<file path="src/rtl/shared_reg_arbiter_if.sv">
// shared_reg_arbiter_if: request/grant/data bundle between requesters and the shared-register arbiter (lock only with SHARED_REG_ARB_LOCK_EN)
interface shared_reg_arbiter_if #(
    parameter int N_REQ = 4,
    parameter int WIDTH = 8,
    parameter int CNT_W = 16
);
    localparam int IDX_W = $clog2(N_REQ);
    logic [N_REQ-1:0]       req;
    logic [N_REQ*WIDTH-1:0] wdata;
`ifdef SHARED_REG_ARB_LOCK_EN
    logic [N_REQ-1:0]       lock;
`endif
    logic [N_REQ-1:0]       gnt;
    logic                   ack;
    logic [WIDTH-1:0]       q;
    logic [IDX_W-1:0]       owner;
    logic                   busy;
    logic [CNT_W-1:0]       write_cnt;

    modport master (
        output req, output wdata,
`ifdef SHARED_REG_ARB_LOCK_EN
        output lock,
`endif
        input gnt, input ack, input q, input owner, input busy, input write_cnt
    );

    modport slave (
        input req, input wdata,
`ifdef SHARED_REG_ARB_LOCK_EN
        input lock,
`endif
        output gnt, output ack, output q, output owner, output busy, output write_cnt
    );
endinterface

</file>
<file path="src/rtl/shared_reg_arbiter.sv">
// shared_reg_arbiter: round-robin arbiter committing one requester's data into a shared register; SHARED_REG_ARB_LOCK_EN adds priority lock
module shared_reg_arbiter #(
    parameter int N_REQ = 4,
    parameter int WIDTH = 8,
    parameter int CNT_W = 16
) (
    input logic                clk,
    input logic                rst_n,
    shared_reg_arbiter_if.slave bus
);
    localparam int IDX_W = $clog2(N_REQ);

    typedef enum logic [1:0] {IDLE, GRANT, COMMIT} state_t;

    state_t             state_q, state_d;
    logic [N_REQ-1:0]   gnt_q, gnt_d;
    logic [IDX_W-1:0]   win_q, win_d, ptr_q, ptr_d, owner_q, owner_d;
    logic [IDX_W-1:0]   rr_win, win_inc, ptr_commit;
    logic [WIDTH-1:0]   q_q, q_d;
    logic [CNT_W-1:0]   cnt_q, cnt_d;

    // First requester found scanning upward from p, wrapping modulo N_REQ
    function automatic logic [IDX_W-1:0] rr_pick(input logic [N_REQ-1:0] r, input logic [IDX_W-1:0] p);
        rr_pick = '0;
        for (int k = N_REQ - 1; k >= 0; k--)
            if (r[(int'(p) + k) % N_REQ]) rr_pick = IDX_W'((int'(p) + k) % N_REQ);
    endfunction

    assign rr_win  = rr_pick(bus.req, ptr_q);
    assign win_inc = (win_q == IDX_W'(N_REQ - 1)) ? '0 : win_q + IDX_W'(1);
`ifdef SHARED_REG_ARB_LOCK_EN
    assign ptr_commit = bus.lock[win_q] ? win_q : win_inc;
`else
    assign ptr_commit = win_inc;
`endif

    // Next-state: arbitrate in IDLE, commit or abort at the end of GRANT, one bubble in COMMIT
    always_comb begin
        state_d = state_q;
        gnt_d   = '0;
        win_d   = win_q;
        ptr_d   = ptr_q;
        q_d     = q_q;
        owner_d = owner_q;
        cnt_d   = cnt_q;
        case (state_q)
            IDLE: if (|bus.req) begin
                win_d   = rr_win;
                gnt_d   = N_REQ'(1) << rr_win;
                state_d = GRANT;
            end
            GRANT: if (bus.req[win_q]) begin
                q_d     = bus.wdata[win_q*WIDTH +: WIDTH];
                owner_d = win_q;
                cnt_d   = cnt_q + CNT_W'(1);
                ptr_d   = ptr_commit;
                state_d = COMMIT;
            end else begin
                state_d = IDLE;
            end
            default: state_d = IDLE;
        endcase
    end

    // State register; async reset drops any in-flight grant without committing
    always_ff @(posedge clk or negedge rst_n) begin
        if (!rst_n) begin
            state_q <= IDLE;
            gnt_q   <= '0;
            win_q   <= '0;
            ptr_q   <= '0;
            q_q     <= '0;
            owner_q <= '0;
            cnt_q   <= '0;
        end else begin
            state_q <= state_d;
            gnt_q   <= gnt_d;
            win_q   <= win_d;
            ptr_q   <= ptr_d;
            q_q     <= q_d;
            owner_q <= owner_d;
            cnt_q   <= cnt_d;
        end
    end

    assign bus.gnt       = gnt_q;
    assign bus.ack       = (state_q == COMMIT);
    assign bus.busy      = (state_q != IDLE);
    assign bus.q         = q_q;
    assign bus.owner     = owner_q;
    assign bus.write_cnt = cnt_q;
endmodule

</file>
<file path="src/flat_wrapper.sv">
// flat-port wrapper written by rule: the top's interface ports become plain ports
module shared_reg_arbiter_flat 
#(
    parameter int N_REQ = 4,
    parameter int WIDTH = 8,
    parameter int CNT_W = 16
)
  (clk, rst_n, bus_req, bus_wdata, bus_gnt, bus_ack, bus_q, bus_owner, bus_busy, bus_write_cnt);
  shared_reg_arbiter_if #(.N_REQ(N_REQ), .WIDTH(WIDTH), .CNT_W(CNT_W)) bus_i ();
  input logic clk;
  input logic rst_n;
  input wire logic [$bits(bus_i.req)-1:0] bus_req;
  input wire logic [$bits(bus_i.wdata)-1:0] bus_wdata;
  output wire logic [$bits(bus_i.gnt)-1:0] bus_gnt;
  output wire logic [$bits(bus_i.ack)-1:0] bus_ack;
  output wire logic [$bits(bus_i.q)-1:0] bus_q;
  output wire logic [$bits(bus_i.owner)-1:0] bus_owner;
  output wire logic [$bits(bus_i.busy)-1:0] bus_busy;
  output wire logic [$bits(bus_i.write_cnt)-1:0] bus_write_cnt;
  assign bus_i.req = bus_req;
  assign bus_i.wdata = bus_wdata;
  assign bus_gnt = bus_i.gnt;
  assign bus_ack = bus_i.ack;
  assign bus_q = bus_i.q;
  assign bus_owner = bus_i.owner;
  assign bus_busy = bus_i.busy;
  assign bus_write_cnt = bus_i.write_cnt;
  shared_reg_arbiter #(.N_REQ(N_REQ), .WIDTH(WIDTH), .CNT_W(CNT_W)) u_core (.clk(clk), .rst_n(rst_n), .bus(bus_i));
endmodule
</file>
<file path="config.mk">
export PLATFORM = sky130hd
export DESIGN_NAME = shared_reg_arbiter_flat
export DESIGN_NICKNAME = d
export VERILOG_FILES = /design/src/rtl/shared_reg_arbiter_if.sv /design/src/rtl/shared_reg_arbiter.sv /design/src/flat_wrapper.sv
export SDC_FILE = /design/constraint.sdc
export NUM_CORES = 1
export LEC_CHECK = 0
export ABC_AREA = 1
export ABC_CLOCK_PERIOD_IN_PS = 4200
export CAP_MARGIN = 20
export CELL_PAD_IN_SITES_DETAIL_PLACEMENT = 0
export CELL_PAD_IN_SITES_GLOBAL_PLACEMENT = 1
export CORE_UTILIZATION = 34
export DETAILED_ROUTE_END_ITERATION = 8
export PLACE_DENSITY = 0.88
export SLEW_MARGIN = 30
export SYNTH_ARGS = -nofsm -noshare
export SYNTH_HDL_FRONTEND = slang
export SYNTH_SLANG_ARGS = --single-unit
</file>
<file path="constraint.sdc">
create_clock -name clk -period 4.2 [get_ports clk]
set_input_delay 0.42 -clock clk [delete_from_list [all_inputs] [get_ports clk]]
set_output_delay 0.42 -clock clk [all_outputs]
set_load 0.005 [all_outputs]
</file>
# Word-level counts from Yosys, hierarchy flattened
# Cells that the tools add are included.
[totals]
word_cells = 57
latchBits = 0
ramBits = 0
ff_bits = 36
mem_count = 0
output_inout_bits = 32
inputBits = 38
romBits = 0
[classes]
mul = 0
n_bitwise = 3
n_lt_le_gt_ge = 5
n_addsub = 5
shifts = 2
reduce_logical = 8
n_div = 0
muxes = 23
eq_ne = 4
[op_table]
columns = ["cell", "count"]
rows = [
  ["indexed part select 32 x 6 -> 8 bit", 1],
  ["adder 16 x 1 -> 16 bit (second input constant)", 1],
  ["two-way mux 2 bit", 7],
  ["< comparator 3 x 4 -> 1 bit (second input constant)", 3],
  ["binary-select mux 1 bit (select 2 bit)", 5],
  ["two-way mux 1 bit", 8],
  ["two-way mux 4 bit", 2],
  ["< comparator 2 x 3 -> 1 bit (second input constant)", 2],
  ["OR reduction 2 bit", 3],
  ["adder 2 x 1 -> 2 bit (second input constant)", 2],
  ["adder 2 bit (second input constant)", 2],
  ["== test 2 bit (second input constant)", 2],
  ["one-hot mux 2 bit (2 select lines)", 1],
  ["AND reduction 2 bit", 2],
  ["OR reduction 4 bit", 1],
  ["left shift 1 x 2 -> 4 bit (first input constant)", 1],
  ["AND 1 bit (first input constant)", 3],
  ["== test 2 x 1 -> 1 bit (second input constant)", 1],
  ["logical NOT 2 bit", 1],
  ["inequality test 2 x 1 -> 1 bit (second input constant)", 1],
  ["nonzero test 2 bit", 1],
]

# Depth between registers and ports, before layout
# Gate-level depths: netlist of run 1.
[depth]
ltp_word = 13
ltp_mapped = 11
mapped_depth_nobuf = 11

# Worst setup path after synthesis of run 1
# Ideal clock, no wire load.
[synth_timing]
path_kind = "register -> register"
from = "reg u_core.cnt_q[0] (netlist: u_core.bus.write_cnt[0])"
to = "reg u_core.cnt_q[10] (netlist: u_core.bus.write_cnt[10])"
n_path_buf = 0
setup_ns = 0.120
t_required_ns = 4.080
stages_incl_launch_ff = 9
period_less_slack_ns = 1.381
setup_slack_ns = 2.819
arrival_time_ns = 1.261
cell_sequence = "dfrtp_1 ha_1 nand3_1 nor2_1 inv_1 nor2_8 nand3_4 o21ai_1 nand2_1"
[synth_between]
elab_chain_cells = 1
[synth_rtl]
columns = ["element", "line_no", "text"]
rows = [
  ["start: declaration", "shared_reg_arbiter.sv:20", "logic [CNT_W-1:0] cnt_q, cnt_d;"],
  ["start signal: assignment", "shared_reg_arbiter.sv:82", "cnt_q <= cnt_d;"],
  ["adder 16 x 1 -> 16 bit", "shared_reg_arbiter.sv:55", "cnt_d = cnt_q + CNT_W'(1);"],
]
# No other way between the ends.
# A chain may end at the register's enable or synchronous reset.

# Worst setup path in the final report of run 1
[layout_timing]
from = "reg u_core.win_q[0]"
to = "reg u_core.cnt_q[2] (netlist: u_core.bus.write_cnt[2])"
[layout_between]
elab_chain_cells = 3
[layout_rtl]
columns = ["element", "line_no", "text"]
rows = [
  ["start: declaration", "shared_reg_arbiter.sv:17", "logic [IDX_W-1:0] win_q, win_d, ptr_q, ptr_d, owner_q, owner_d;"],
  ["start signal: assignment", "shared_reg_arbiter.sv:78", "win_q <= win_d;"],
  ["binary-select mux 1 bit (select 2 bit)", "shared_reg_arbiter.sv:52", "GRANT: if (bus.req[win_q]) begin"],
  ["two-way mux 1 bit (implied by the code)", "shared_reg_arbiter.sv:52", ""],
  ["AND reduction 2 bit (no source line)", "n/a", ""],
]
# No other way between the ends. The select of a mux whose other input is x is not followed.

==> results_dict.tcl, run 1 <==
set metrics [dict create \
    max_freq_ghz 0.377 \
    ys_warn_count 0 \
    cpPeakStageDelay_ns 0.67 \
    synth.net_count 321 \
    synthDistinctLibCells 26 \
    ys_seq_area_share_pct 43.3 \
    critPathLaunchType "flip-flop" \
    drc 0 \
    wl_um 4770 \
    start_util_pct 35.1 \
    cts.sinks 36 \
    cts_tree "done" \
    endpoint_kind "flip-flop" \
    boundaryPins 70 \
    detail-route-antenna-nets 0 \
    rr_worst_depth 7 \
    postCtsHoldBufs 0 \
    p_per_area_nw_per_um2 597 \
    grt_pass1_vias 1901 \
    grt_overflow 0 \
    r2r_slack_ns 1.54 \
    status "completed" \
    first_pass_iters 4 \
    die_area_um2 6440 \
    route.detailed.wl_per_inst_um 11.3 \
    grt_max_degree 37 \
    crit_arrival_ns 2.82 \
    netlist_instances 281 \
    viasPerCell 4.67 \
    htree_levels 2 \
    area_delta_synth_final_pct 39.1 \
    port_buffers 69 \
    syn_area_um2 2080 \
    drtIter0Drc 85 \
    finClkSkew_ns 0.00384 \
    via_count 1972 \
    setup_tns_ns 0 \
    core_area_um2 5920 \
    critPathTopFamily "buffers and inverters" \
    path_class "flip-flop to flip-flop" \
    critPathMaxFanout 23 \
    hold_class "input pin to asynchronous set/reset pin" \
    ys_seq_elements 36 \
    slowest_stage "inv_1" \
    final.setup.worst_slack_ns 1.54 \
    maxSlewViolCount 0 \
    max_slew_margin_pct 47.9 \
    drive_above_1_share_pct 5.76 \
    crit_chain "inv_2, nand2_1, nand3_2, nand3_2, inv_1, nand2_1, xor2_1" \
    vdd_ir_drop_max_uv 264 \
    postCtsSetupRepairBufs 0 \
    hold_viol 0 \
    die_w_um 80.2 \
    post-dp-hpwl_um 3620 \
    timing.rr.end "u_core.bus.write_cnt[2]$_DFFE_PN0P_" \
    fp.dieH_um 80.2 \
    num_rows 28 \
    antenna_found_initial 0 \
    cp.required_ns 4.36 \
    antennaDiodeCount 0 \
    crit_buf_inv 2 \
    fin_crit_ns 2.66 \
    grt_util_all_layers_pct 17.0 \
    worstMarginPinSlew_ns 0.782 \
    dp.cells 415 \
    numCtsBuffers 5 \
    cts-resized-gates 0 \
    place_ws_ns 1.49 \
    clk_path_buf_depth 2 \
    avgSynthCellArea_um2 7.40 \
    max_cap_violations 0 \
    setup_viol 0 \
    clock_tree.root_cell "clkbuf_8" \
    reg2reg_from "u_core.win_q[0]$_DFFE_PN0P_" \
    nNetsFinal 387 \
    period_share_pct 63.2 \
    rsz0062_at_grt "no" \
    power_leakage_nw 1.37 \
    instances_no_fill 422 \
    cts.reportedPaths.clkPinSlew_ns 0.07 \
    place_congestion 0.828 \
    grt_pass1_wl_um 8440 \
    clk_latency_ns 0.28 \
    cp_num_cells 7 \
]
metrics by stage:
stage / util, % / cell area, um2 / power (mW) / hold WS (ns)
2_1_floorplan: - / 2080 / 1.15 / 0.124
3_3_place_gp: 47.3 / 2800 / 1.47 / 0.463
5_1_grt: 48.9 / 2890 / 1.90 / 0.268
3_5_place_dp: 47.3 / 2800 / 1.48 / 0.469
6_report: 48.9 / 2890 / 1.73 / 0.213
4_1_cts: 48.9 / 2890 / 1.75 / 0.240
layer usage:
metal	share of wire [%]	up-vias	wire, um	track usage [%]
li1	-	1014	-	-
met1	43	894	2060	19.7
met2	50	55	2370	29.8
met3	5.2	9	250	4.66
met4	1.9	0	92	6.07
met5	0	-	0	0
final cells by class:
class,count,area [um2]
sequential,36,901
tap,75,93.8
timing repair buffer,69,686
fill,601,3030
clock buffer,7,96.3
multi-input combinational,209,1020
inverter,26,97.6
Yosys cell counts (all sizes together):
cell / n / area [um2]
nand3: 20 / 128
o21a: 1 / 7.51
o21ai: 25 / 125
nor2: 41 / 173
inv: 26 / 97.6
nor4: 1 / 6.26
nor3: 3 / 26.3
dfrtp: 36 / 901
nand3b: 1 / 7.51
buf: 8 / 55.1
ha: 2 / 25.0
nand2: 93 / 352
xnor2: 3 / 26.3
o22ai: 9 / 56.3
clkbuf: 2 / 7.51
xor2: 10 / 87.6
registers in the layout, summed over array words and instances (netlist names):
register and cells:
u_core.bus.gnt 4, u_core.bus.owner 2, u_core.bus.q 8, u_core.bus.write_cnt 16, u_core.ptr_q 2, u_core.state_q 2
u_core.win_q 2
power breakdown:
| part | switching, mW | internal (mW) | total, mW | leakage (nW) |
|---|---|---|---|---|
| Sequential | 0.135 | 0.469 | 0.604 | 0.460 |
| Clock | 0.113 | 0.146 | 0.259 | 0.0503 |
| Combinational | 0.463 | 0.402 | 0.865 | 0.858 |
layout by cell type (no fill, tap or decap), drive strengths merged:
cell type and instances:
nand2 93, nor4 1, clkbuf 7, clkdlybuf4s50 68
o22ai 9, xor2 10, nor2 41, nand3b 1
nand3 20, o21ai 25, ha 2, xnor2 3
buf 1, o21a 1, dfrtp 36, inv 26
nor3 3
cell families after synthesis:
family	Yosys count	synth area share (%)
compound gates	35	9.08
xor+xnor	13	5.47
flops	36	43.3
fa+ha+maj	2	1.20
buf+inv	36	7.70
simple gates	159	33.3
worst max path at each step:
stage                                                 endpoint  slack (ns)                                 from
after floorplan           u_core.bus.write_cnt[10]$_DFFE_PN0P_        2.82  u_core.bus.write_cnt[0]$_DFFE_PN0P_
after global placement     u_core.bus.write_cnt[2]$_DFFE_PN0P_        1.52                           bus_req[1]
after detailed placement   u_core.bus.write_cnt[2]$_DFFE_PN0P_        1.49                           bus_req[1]
after CTS                  u_core.bus.write_cnt[2]$_DFFE_PN0P_        1.50          u_core.win_q[0]$_DFFE_PN0P_
after global routing       u_core.bus.write_cnt[2]$_DFFE_PN0P_        1.22          u_core.win_q[0]$_DFFE_PN0P_
final                      u_core.bus.write_cnt[2]$_DFFE_PN0P_        1.54          u_core.win_q[0]$_DFFE_PN0P_
Note: power is estimated with default switching activity, not from simulation.
==> run 2: changes to the inputs <==
- ABC_CLOCK_PERIOD_IN_PS: 4200 -> 2500
- CORE_UTILIZATION: 34 -> 32
- PLACE_DENSITY: 0.88 -> 0.84
- clock period: 4.2 -> 2.5 ns (I/O delays scaled with it)
==> results_dict.tcl, run 2 (synthesized netlist as in run 1, its figures left out) <==
set metrics [dict create \
    grt_pass1_wl_um 8690 \
    period_share_pct 68.6 \
    clk_latency_ns 0.28 \
    grt_util_all_layers_pct 16.8 \
    fin_crit_ns 1.72 \
    drtIter0Drc 71 \
    power_leakage_nw 1.38 \
    port_buffers 69 \
    hold_class "input pin to asynchronous set/reset pin" \
    final_cell_mix "nand2_1, clkdlybuf4s50_1, nor2_1, dfrtp_1" \
    antennaDiodeCount 0 \
    max_freq_ghz 0.583 \
    die_area_um2 6830 \
    place_ws_ns 0.610 \
    place_congestion 0.824 \
    critPathLaunchType "flip-flop" \
    finClkSkew_ns 0.00368 \
    setup_viol 0 \
    nNetsFinal 392 \
    core_area_um2 6310 \
    layout_commonest_cell "nand2_1" \
    path_class "flip-flop to flip-flop" \
    htree_levels 2 \
    fp.dieH_um 82.6 \
    drc 0 \
    cts-resized-gates 0 \
    endpoint_kind "flip-flop" \
    detail-route-antenna-nets 0 \
    largest_reg_flops 16 \
    viasPerCell 4.56 \
    vdd_ir_drop_max_uv 493 \
    wl_um 5010 \
    multi_input_area_um2 1020 \
    postCtsSetupRepairBufs 0 \
    cts.reportedPaths.clkPinSlew_ns 0.07 \
    hold_viol 0 \
    status "completed" \
    grt_max_degree 37 \
    area_delta_synth_final_pct 40.1 \
    drive_above_1_share_pct 6.82 \
    route.detailed.wl_per_inst_um 11.7 \
    critPathMaxFanout 19 \
    instances_no_fill 429 \
    antenna_found_initial 0 \
    final.setup.worst_slack_ns 0.784 \
    max_cap_violations 0 \
    via_count 1955 \
    maxSlewViolCount 0 \
    clock_tree.root_cell "clkbuf_8" \
    boundaryPins 70 \
    post-route-util_pct 46.2 \
    clk_path_buf_depth 2 \
    fin_hold_ws_ns 0.0495 \
    crit_arrival_ns 1.88 \
    ff_latch_area_um2 901 \
    cp.required_ns 2.66 \
    setup_tns_ns 0 \
    first_pass_iters 4 \
    start_util_pct 33.0 \
    rsz0062_at_grt "no" \
    p_per_area_nw_per_um2 1000 \
    grt_overflow 0 \
    max_slew_margin_pct 47.5 \
    grt_pass1_vias 1895 \
    cts.sinks 36 \
    postCtsHoldBufs 0 \
    n_fill_cell 675 \
    die_w_um 82.6 \
    numCtsBuffers 5 \
    post-dp-hpwl_um 3720 \
    cts_tree "done" \
    dp.cells 422 \
    worstMarginPinSlew_ns 0.788 \
    num_rows 29 \
]
-- run 2: cell types whose count changed in the layout (fill, tap and decap cells not counted) --
cell      previous run  this run
buf_4                0         5
clkbuf_8             7         5
clkbuf_1             0         1
clkinv_2             0         1
-- run 2: path summary, 6_finish.rpt --
kind,startpoint,end,slack [ns],cells after the start
worst max register to register,u_core.win_q[0]$_DFFE_PN0P_,u_core.bus.write_cnt[3]$_DFFE_PN0P_,0.78,8
min in group clk,u_core.bus.q[5]$_DFFE_PN0P_,u_core.bus.q[5]$_DFFE_PN0P_,0.49,2
worst max-delay path,u_core.win_q[0]$_DFFE_PN0P_,u_core.bus.write_cnt[3]$_DFFE_PN0P_,0.78,8
worst min register to register,u_core.bus.q[5]$_DFFE_PN0P_,u_core.bus.q[5]$_DFFE_PN0P_,0.49,2
max in group asynchronous,rst_n,u_core.bus.gnt[0]$_DFF_PN0_,1.95,1
worst min-delay path,rst_n,u_core.bus.write_cnt[4]$_DFFE_PN0P_,0.05,1
-- run 2: per-stage QoR --
step | instance area, um2 | power, mW
after global placement | 2840 | 2.55
after CTS | 2920 | 2.96
after floorplan | 2080 | 1.94
final | 2920 | 2.92
after global routing | 2920 | 3.22
after detailed placement | 2840 | 2.56
-- run 2: layout make-up --
type                       instances  area share [%]
clock inverter                     1           0.172
multi-input combinational        209            35.0
timing repair buffer              74            24.8
inverter                          26            3.35
tap                               77            3.30
sequential                        36            30.9
clock buffer                       6            2.49
-- run 2: power breakdown --
group	switching, mW	internal (mW)	leakage [nW]
Clock	0.191	0.189	0.0410
Combinational	0.861	0.724	0.883
Sequential	0.170	0.788	0.460
Total	1.22	1.70	1.38
-- run 2: worst max-delay path, stage by stage, from the launching register on --
cell     delay, ns
dfrtp_1       0.39
inv_2         0.24
nand2_1       0.10
nand3_2       0.08
nand3_2       0.08
inv_1         0.25
buf_4         0.24
nand2_1       0.08
xnor2_1       0.13
-- run 2: metal layers --
layer,share of wire [%],up-vias,global-route usage (%)
li1,-,1029,-
met1,48,869,21.9
met2,45,51,27.9
met3,5.3,6,3.74
met4,1.2,0,4.66
met5,0,-,0
